===== src/rtl/oled_pkg.sv =====
// Shared definitions for the OLED character overlay: FSM state encoding,
// RGB565 colour constants and default timing parameters.
package oled_pkg;

    typedef enum logic [2:0] {
        IDLE  = 3'd0,
        LEFT  = 3'd1,
        RIGHT = 3'd2,
        BOTH  = 3'd3,
        BLINK = 3'd4
    } state_e;

    localparam logic [15:0] BLACK   = 16'h0000;
    localparam logic [15:0] WHITE   = 16'hFFFF;
    localparam logic [15:0] GREEN   = 16'h07E0;
    localparam logic [15:0] RED     = 16'hF800;
    localparam logic [15:0] BLUE    = 16'h001F;
    localparam logic [15:0] MAGENTA = 16'hF81F;

    localparam int DEBOUNCE_MS_DEF   = 200;
    localparam int BLINK_HALF_MS_DEF = 500;

endpackage


===== src/rtl/digit_display_controller_if.sv =====
// Button inputs and overlay outputs between the pushbuttons and the draw path.
interface digit_display_controller_if;
    logic       btnL;
    logic       btnR;
    logic       btnC;
    logic [1:0] set9;
    logic       highlight;
    logic [2:0] mode;

    modport master (output btnL, btnR, btnC, input set9, highlight, mode);
    modport slave  (input btnL, btnR, btnC, output set9, highlight, mode);
endinterface


===== src/rtl/btn_press_sync.sv =====
// One pushbutton: 2-FF synchroniser, rising-edge detect and a post-press
// lockout so bounce and long holds yield exactly one press.
module btn_press_sync
    import oled_pkg::*;
#(
    parameter int DEBOUNCE_MS = DEBOUNCE_MS_DEF,
    parameter int CNT_W       = 10
) (
    input  logic clk_i,
    input  logic rst_ni,
    input  logic btn_i,
    output logic level_o,
    output logic press_o
);

    localparam logic [CNT_W-1:0] LOCK_INIT = CNT_W'(DEBOUNCE_MS - 1);

    logic             s1_q, s2_q, p_q;
    logic [CNT_W-1:0] lock_q, lock_d;
    logic             press;

    // Press is combinational from registers so the FSM sees it one edge
    // after the synchronised level rises.
    assign press   = s2_q & ~p_q & (lock_q == '0);
    assign press_o = press;
    assign level_o = s2_q;

    always_comb begin
        lock_d = lock_q;
        if (press)
            lock_d = LOCK_INIT;
        else if (lock_q != '0)
            lock_d = lock_q - CNT_W'(1);
    end

    always_ff @(posedge clk_i or negedge rst_ni) begin
        if (!rst_ni) begin
            s1_q   <= 1'b0;
            s2_q   <= 1'b0;
            p_q    <= 1'b0;
            lock_q <= '0;
        end else begin
            s1_q   <= btn_i;
            s2_q   <= s1_q;
            p_q    <= s2_q;
            lock_q <= lock_d;
        end
    end

endmodule


===== src/rtl/digit_display_controller.sv =====
// Two-digit overlay sequencer: button presses walk the set9 enable FSM,
// including a timed blink mode; all outputs are registered.
module digit_display_controller
    import oled_pkg::*;
#(
    parameter int DEBOUNCE_MS   = DEBOUNCE_MS_DEF,
    parameter int BLINK_HALF_MS = BLINK_HALF_MS_DEF,
    parameter int CNT_W         = 10
) (
    input  logic                        clock,
    input  logic                        resetn,
    digit_display_controller_if.slave   bus
);

    localparam logic [CNT_W-1:0] BLINK_INIT = CNT_W'(BLINK_HALF_MS - 1);

    logic press_l, press_r, press_c;
    logic lvl_l, lvl_r, unused_lvl_c;

    btn_press_sync #(.DEBOUNCE_MS(DEBOUNCE_MS), .CNT_W(CNT_W)) u_btn_l (
        .clk_i(clock), .rst_ni(resetn), .btn_i(bus.btnL),
        .level_o(lvl_l), .press_o(press_l)
    );
    btn_press_sync #(.DEBOUNCE_MS(DEBOUNCE_MS), .CNT_W(CNT_W)) u_btn_r (
        .clk_i(clock), .rst_ni(resetn), .btn_i(bus.btnR),
        .level_o(lvl_r), .press_o(press_r)
    );
    btn_press_sync #(.DEBOUNCE_MS(DEBOUNCE_MS), .CNT_W(CNT_W)) u_btn_c (
        .clk_i(clock), .rst_ni(resetn), .btn_i(bus.btnC),
        .level_o(unused_lvl_c), .press_o(press_c)
    );

    state_e           state_q, state_d;
    logic             phase_q, phase_d;
    logic [CNT_W-1:0] blink_q, blink_d;
    logic [1:0]       set9_q, set9_d;
    logic [2:0]       mode_q, mode_d;
    logic             highlight_q, highlight_d;

    always_ff @(posedge clock or negedge resetn) begin
        if (!resetn) begin
            state_q     <= IDLE;
            phase_q     <= 1'b0;
            blink_q     <= '0;
            set9_q      <= 2'b00;
            mode_q      <= 3'd0;
            highlight_q <= 1'b0;
        end else begin
            state_q     <= state_d;
            phase_q     <= phase_d;
            blink_q     <= blink_d;
            set9_q      <= set9_d;
            mode_q      <= mode_d;
            highlight_q <= highlight_d;
        end
    end

    // Clear has absolute priority over any L/R press in the same cycle.
    always_comb begin
        state_d = state_q;
        if (press_c) begin
            state_d = IDLE;
        end else if (press_l | press_r) begin
            case (state_q)
                IDLE:    state_d = (press_l & press_r) ? BOTH  : (press_l ? LEFT : RIGHT);
                LEFT:    state_d = (press_l & press_r) ? RIGHT : (press_l ? IDLE : BOTH);
                RIGHT:   state_d = (press_l & press_r) ? LEFT  : (press_r ? IDLE : BOTH);
                BOTH:    state_d = (press_l & press_r) ? BLINK : (press_l ? RIGHT : LEFT);
                BLINK:   state_d = IDLE;
                default: state_d = IDLE;
            endcase
        end
    end

    // Outputs are computed from next state so set9/mode register together
    // with the state change; blink phase starts lit on entry.
    always_comb begin
        phase_d = 1'b0;
        blink_d = '0;
        if (state_d == BLINK) begin
            if (state_q != BLINK) begin
                phase_d = 1'b1;
                blink_d = BLINK_INIT;
            end else if (blink_q == '0) begin
                phase_d = ~phase_q;
                blink_d = BLINK_INIT;
            end else begin
                phase_d = phase_q;
                blink_d = blink_q - CNT_W'(1);
            end
        end

        case (state_d)
            IDLE:    set9_d = 2'b00;
            LEFT:    set9_d = 2'b10;
            RIGHT:   set9_d = 2'b01;
            BOTH:    set9_d = 2'b11;
            BLINK:   set9_d = {2{phase_d}};
            default: set9_d = 2'b00;
        endcase

        mode_d      = state_d;
        highlight_d = lvl_l | lvl_r;
    end

    assign bus.set9      = set9_q;
    assign bus.mode      = mode_q;
    assign bus.highlight = highlight_q;

endmodule

===== src/flat_wrapper.sv =====
// flat-port wrapper written by rule: the top's interface ports become plain ports
module digit_display_controller_flat import oled_pkg::*;
#(
    parameter int DEBOUNCE_MS   = DEBOUNCE_MS_DEF,
    parameter int BLINK_HALF_MS = BLINK_HALF_MS_DEF,
    parameter int CNT_W         = 10
)
  (clock, resetn, bus_btnL, bus_btnR, bus_btnC, bus_set9, bus_highlight, bus_mode);
  digit_display_controller_if bus_i ();
  input  logic clock;
  input  logic resetn;
  input wire logic [$bits(bus_i.btnL)-1:0] bus_btnL;
  input wire logic [$bits(bus_i.btnR)-1:0] bus_btnR;
  input wire logic [$bits(bus_i.btnC)-1:0] bus_btnC;
  output wire logic [$bits(bus_i.set9)-1:0] bus_set9;
  output wire logic [$bits(bus_i.highlight)-1:0] bus_highlight;
  output wire logic [$bits(bus_i.mode)-1:0] bus_mode;
  assign bus_i.btnL = bus_btnL;
  assign bus_i.btnR = bus_btnR;
  assign bus_i.btnC = bus_btnC;
  assign bus_set9 = bus_i.set9;
  assign bus_highlight = bus_i.highlight;
  assign bus_mode = bus_i.mode;
  digit_display_controller #(.DEBOUNCE_MS(DEBOUNCE_MS), .BLINK_HALF_MS(BLINK_HALF_MS), .CNT_W(CNT_W)) u_core (.clock(clock), .resetn(resetn), .bus(bus_i));
endmodule

===== config.mk =====
export PLATFORM = sky130hd
export DESIGN_NAME = digit_display_controller_flat
export DESIGN_NICKNAME = d
export VERILOG_FILES = /design/src/rtl/oled_pkg.sv /design/src/rtl/digit_display_controller_if.sv /design/src/rtl/btn_press_sync.sv /design/src/rtl/digit_display_controller.sv /design/src/flat_wrapper.sv
export SDC_FILE = /design/constraint.sdc
export NUM_CORES = 1
export LEC_CHECK = 0
export ABC_AREA = 1
export BUFFER_PORTS_ARGS = -buffer_cell sky130_fd_sc_hd__buf_4
export CORE_ASPECT_RATIO = 1.75
export CORE_MARGIN = 4
export CORE_UTILIZATION = 30
export DETAILED_ROUTE_END_ITERATION = 12
export PLACE_DENSITY = 0.46
export SKIP_LAST_GASP = 1
export SLEW_MARGIN = 20
export SYNTH_ARGS = -nofsm -noshare
export SYNTH_HDL_FRONTEND = slang
export SYNTH_SLANG_ARGS = --single-unit

===== constraint.sdc =====
create_clock -name clock -period 2.2 [get_ports clock]
set_input_delay 0.44 -clock clock [delete_from_list [all_inputs] [get_ports clock]]
set_output_delay 0.44 -clock clock [all_outputs]
set_load 0.1 [all_outputs]

==> impl_summary.log <==
[metrics] clock tree skew after final layout: 0.00855 ns
[metrics] switching portion of total power: 0.410
[metrics] Hold WC Path Type: in2async
[metrics] async set-reset flop share out of synthesis: 1.00
[metrics] remaining global-route overflow: 0
[metrics] arrival time at the worst endpoint: 2.17 ns
[metrics] Max Buffers Root-to-Sink: 2
[metrics] vias per cell: 4.40
[metrics] global route hottest layer: met2
[metrics] Critical Setup Path Class: reg2reg
[metrics] top-count cell post-synth: sky130_fd_sc_hd__dfrtp_1
[metrics] global-route wire length before repair: 9770 µm
[metrics] top flip-flop cell by instance count after synthesis: sky130_fd_sc_hd__dfrtp_1
[metrics] Antenna Nets Post-Route: 0
[metrics] diodes inserted: 0
[metrics] Internal Pwr Total: 2.47 mW
[metrics] average wire per standard cell: 11.8 µm
[metrics] maximum net fanout on the critical path: 10
[metrics] compound-cell area share of the yosys netlist: 0.0687
[metrics] H-tree level count: 2
[metrics] share of power burned in registers: 0.399
[metrics] EDFF count, synth: 0
[metrics] cts bufs inserted: 5
[metrics] met1 track demand over resource: 0.128
[metrics] transition at the pin with the smallest max-transition slack: 0.712 ns
[metrics] Critical R2R Launch: u_core.u_btn_c.lock_q[0]
[metrics] Clk Tree Root Cell: sky130_fd_sc_hd__clkbuf_16
[metrics] time the final worst path needs with I/O delays and setup: 1.99 ns
[metrics] worst hold slack across all endpoints: 0.190 ns
[metrics] Netlist cell types: 33
[metrics] sum of routed wire length over all layers: 5510 µm
[metrics] core area: 0.00947 mm²
[metrics] largest net degree at the start of global routing: 57
[metrics] final total negative setup slack: 0 ns
[metrics] synthesized area: 0.00290 mm²
[metrics] Worst Path Required: 2.38 ns
[metrics] Synthesis Warnings: 0
[metrics] Final GP Congestion: 0.800
[metrics] initial core utilization: 0.306
[metrics] area leader, netlist: sky130_fd_sc_hd__dfrtp_1
[metrics] count of final hold-check violations: 0
[metrics] Avg Inst Size Synth: 8.91 µm²
[metrics] instance area after placement: 0.00313 mm²
[metrics] IO buf count: 10
[metrics] cells traversed along the worst timing path: inv_1 -> ha_1 -> inv_1 -> nor2_1 -> nand3_2 -> nor3_4 -> nand3_2 -> nand2_4 -> nor2_8 -> nand2_8 -> nor2_2
[metrics] min setup slack post-route: 0.206 ns
[metrics] post-place setup slack: 0.224 ns
[metrics] type of element capturing the critical path: register
[metrics] run status: complete, no violations
[metrics] ranking of synthesized cells by area: sky130_fd_sc_hd__dfrtp_1 48%, sky130_fd_sc_hd__nand2_1 5.6%, sky130_fd_sc_hd__nor2_1 5.6%, sky130_fd_sc_hd__inv_1 5.3%, sky130_fd_sc_hd__xor2_1 4.5%
[metrics] part of the Yosys area used for sequential elements: 0.484
[metrics] power per unit of standard cell area: 1260 mW/mm²
[metrics] setup bufs post-CTS: 0
[metrics] f_max: 0.501 GHz
[metrics] number of antenna violations at the first check in global routing: 0
[metrics] number of instances in the synthesized netlist: 325
[metrics] worst relative slew slack: 0.525
[metrics] peak per-stage delay on the critical path: 0.36 ns
[metrics] Finished Cell Area: 0.00332 mm²
[metrics] overall die height: 138 µm
[metrics] post-detailed-placement half-perimeter wirelength: 4070 µm
[metrics] final setup violation count: 0
[metrics] met3 usage in global routing: 0.0228
[metrics] first-pass iteration count of the detailed router: 5
[metrics] count of clock tree sinks: 56
[metrics] final-report max-slew violation count: 0
[metrics] dominant combinational cell family by area after synthesis: simple AND/OR/NAND/NOR gates
[metrics] via total after detailed routing: 2,051
[metrics] Post-Syn Nets: 336
[metrics] unrepaired setup endpoints after global routing: no
[metrics] P_leak: 1.60 nW
[metrics] proportion of synthesized area in mux cells: 0
[metrics] Area growth syn-to-layout: 14.6%
[metrics] layout cells sized above 1: 0.206
[metrics] clock group share of total power: 0.231
[metrics] global routing usage on met2: 0.198
[metrics] fraction of power consumed by combinational cells: 0.370
[metrics] post-synth top area share: 0.484
[metrics] instance count after placement with tap cells included: 458
[metrics] FF-to-FF End: u_core.blink_q[8]
[metrics] Iter 0 DRT Violations: 60
[metrics] fin nets: 354
[metrics] number of storage elements in the synthesis netlist: 56
[metrics] Simple-Gate Fraction of Synth Area: 0.294
[metrics] worst setup slack for register-to-register paths: 0.21 ns
[metrics] total global routing track utilization: 0.113
[metrics] count of non-filler cells in the finished layout: 466
[metrics] clock network latency to the later pin of the worst-skew pair: 0.30 ns
[metrics] worst vdd rail ir drop: 0.000589 V
[metrics] share of the clock period used by the worst path after layout: 0.907
[metrics] count of standard-cell rows: 47
[metrics] Clock Pin Slew Worst Setup and Hold Paths: 0.07 ns
[metrics] Sw Pwr: 1.72 mW
[metrics] depth of the worst register-to-register path: 11
[metrics] Hold Buf Count CTS: 0
[metrics] top post-synthesis cells by count: 56 x sky130_fd_sc_hd__dfrtp_1, 43 x sky130_fd_sc_hd__nand2_1, 43 x sky130_fd_sc_hd__nor2_1
[metrics] area enclosed by the die boundary: 0.0113 mm²
[metrics] Die Width: 82.3 µm
[metrics] Post-Synth XOR/XNOR Area: 0.0514
[metrics] kind of start point of the critical path: register
[metrics] max-capacitance violation count: 0
[metrics] DRC violations left: 0
[metrics] number of global-route vias before repair: 2,085
[metrics] cell type of the slowest stage on the worst timing path: sky130_fd_sc_hd__dfrtp_1
[metrics] clock tree from TritonCTS: yes
[metrics] Top Ports: 11
[metrics] synthesized-area fraction occupied by adder cells: 0.0259
[metrics by stage]
stage	util	total power, mW
6_report	0.350	4.19
3_3_place_gp	0.331	3.24
3_5_place_dp	0.331	3.26
4_1_cts	0.350	4.26
5_1_grt	0.350	4.53
2_1_floorplan	-	2.91
[timing repair]
item	4_1_cts	5_1_grt
endpoints found under the hold margin	0	0
endpoints found under the setup margin	0	12
gates resized for setup	0	1
[final cells by class]
type	count	area [µm²]
multi-input combinational	211	1280
clock buffer	7	153
sequential	56	1400
fill	976	6150
inverter	58	220
tap	122	153
timing repair buffer	11	82.6
clock inverter	1	30.0
[registers in the layout (all words and copies together) (netlist names)]
| register | cells |
|---|---|
| u_core.blink_q | 10 |
| u_core.bus.highlight | 1 |
| u_core.bus.set9 | 2 |
| u_core.phase_q | 1 |
| u_core.state_q | 3 |
| u_core.u_btn_c.level_o | 1 |
| u_core.u_btn_c.lock_q | 10 |
| u_core.u_btn_c.p_q | 1 |
| u_core.u_btn_c.s1_q | 1 |
| u_core.u_btn_l.level_o | 1 |
| u_core.u_btn_l.lock_q | 10 |
| u_core.u_btn_l.p_q | 1 |
| u_core.u_btn_l.s1_q | 1 |
| u_core.u_btn_r.level_o | 1 |
| u_core.u_btn_r.lock_q | 10 |
| u_core.u_btn_r.p_q | 1 |
| u_core.u_btn_r.s1_q | 1 |
[worst max path at each step]
stage                             start  slack [ns]  depth (start not counted)                 to
2_1_floorplan         u_core.state_q[2]        0.35                          6  u_core.blink_q[0]
3_3_place_gp   u_core.u_btn_c.lock_q[0]        0.28                         12  u_core.blink_q[4]
3_5_place_dp   u_core.u_btn_c.lock_q[0]        0.22                         12  u_core.blink_q[8]
4_1_cts        u_core.u_btn_c.lock_q[0]        0.17                         12  u_core.blink_q[8]
5_1_grt        u_core.u_btn_c.lock_q[0]        0.02                         11  u_core.blink_q[4]
6_report       u_core.u_btn_c.lock_q[0]        0.21                         11  u_core.blink_q[8]
[power by group through the flow]
stage / logic [mW] / registers (mW) / clock network (mW)
finish: 1.55 / 1.67 / 0.968
global route: 1.76 / 1.73 / 1.04
CTS: 1.58 / 1.67 / 1.01
detailed placement: 1.57 / 1.69 / 0
global placement: 1.55 / 1.69 / 0
floorplan: 1.02 / 1.89 / 0
[routing by layer]
layer	routed length, µm	up-vias
li1	-	1062
met3	155	7
met1	2260	962
met4	111	0
met2	2980	20
met5	0	-
[logic make-up (layout without fill, tap and decap cells)]
kind of cell	after synthesis	after routing
adder cells (fa/ha/maj)	6	6
XOR/XNOR	17	17
buffers and inverters	58	77
flip-flops	56	56
AND/OR/NAND/NOR	154	154
AO/OA/AOI/OAI	34	34
[critical path: cells and delay by family, from the launching register on]
kind,cells,cell delay [ns]
adder cells (fa/ha/maj),1,0.23
buffers and inverters,2,0.17
flip-flops,1,0.36
AND/OR/NAND/NOR,8,1.11
[layout by cell type, fill, tap and decap left out, types with 2 or more instances in the layout]
master / n
sky130_fd_sc_hd__inv_1: 41
sky130_fd_sc_hd__nand3b_1: 4
sky130_fd_sc_hd__o21ai_1: 11
sky130_fd_sc_hd__nor2_1: 43
sky130_fd_sc_hd__nand2_1: 43
sky130_fd_sc_hd__inv_2: 15
sky130_fd_sc_hd__ha_1: 6
sky130_fd_sc_hd__nor2_8: 3
sky130_fd_sc_hd__o21ai_0: 8
sky130_fd_sc_hd__o31ai_1: 2
sky130_fd_sc_hd__nor2_4: 3
sky130_fd_sc_hd__o21ai_2: 2
sky130_fd_sc_hd__clkbuf_16: 5
sky130_fd_sc_hd__o22ai_1: 2
sky130_fd_sc_hd__nand4_1: 5
sky130_fd_sc_hd__dfrtp_1: 56
sky130_fd_sc_hd__nand3_2: 6
sky130_fd_sc_hd__xor2_1: 15
sky130_fd_sc_hd__xnor2_1: 2
sky130_fd_sc_hd__nor2_2: 11
sky130_fd_sc_hd__clkbuf_8: 2
sky130_fd_sc_hd__nand3_1: 14
sky130_fd_sc_hd__nor3_1: 11
sky130_fd_sc_hd__nand2_4: 3
sky130_fd_sc_hd__a21oi_1: 6
sky130_fd_sc_hd__buf_4: 11
sky130_fd_sc_hd__nand2_2: 4
Power figures use the tool's default switching activity.
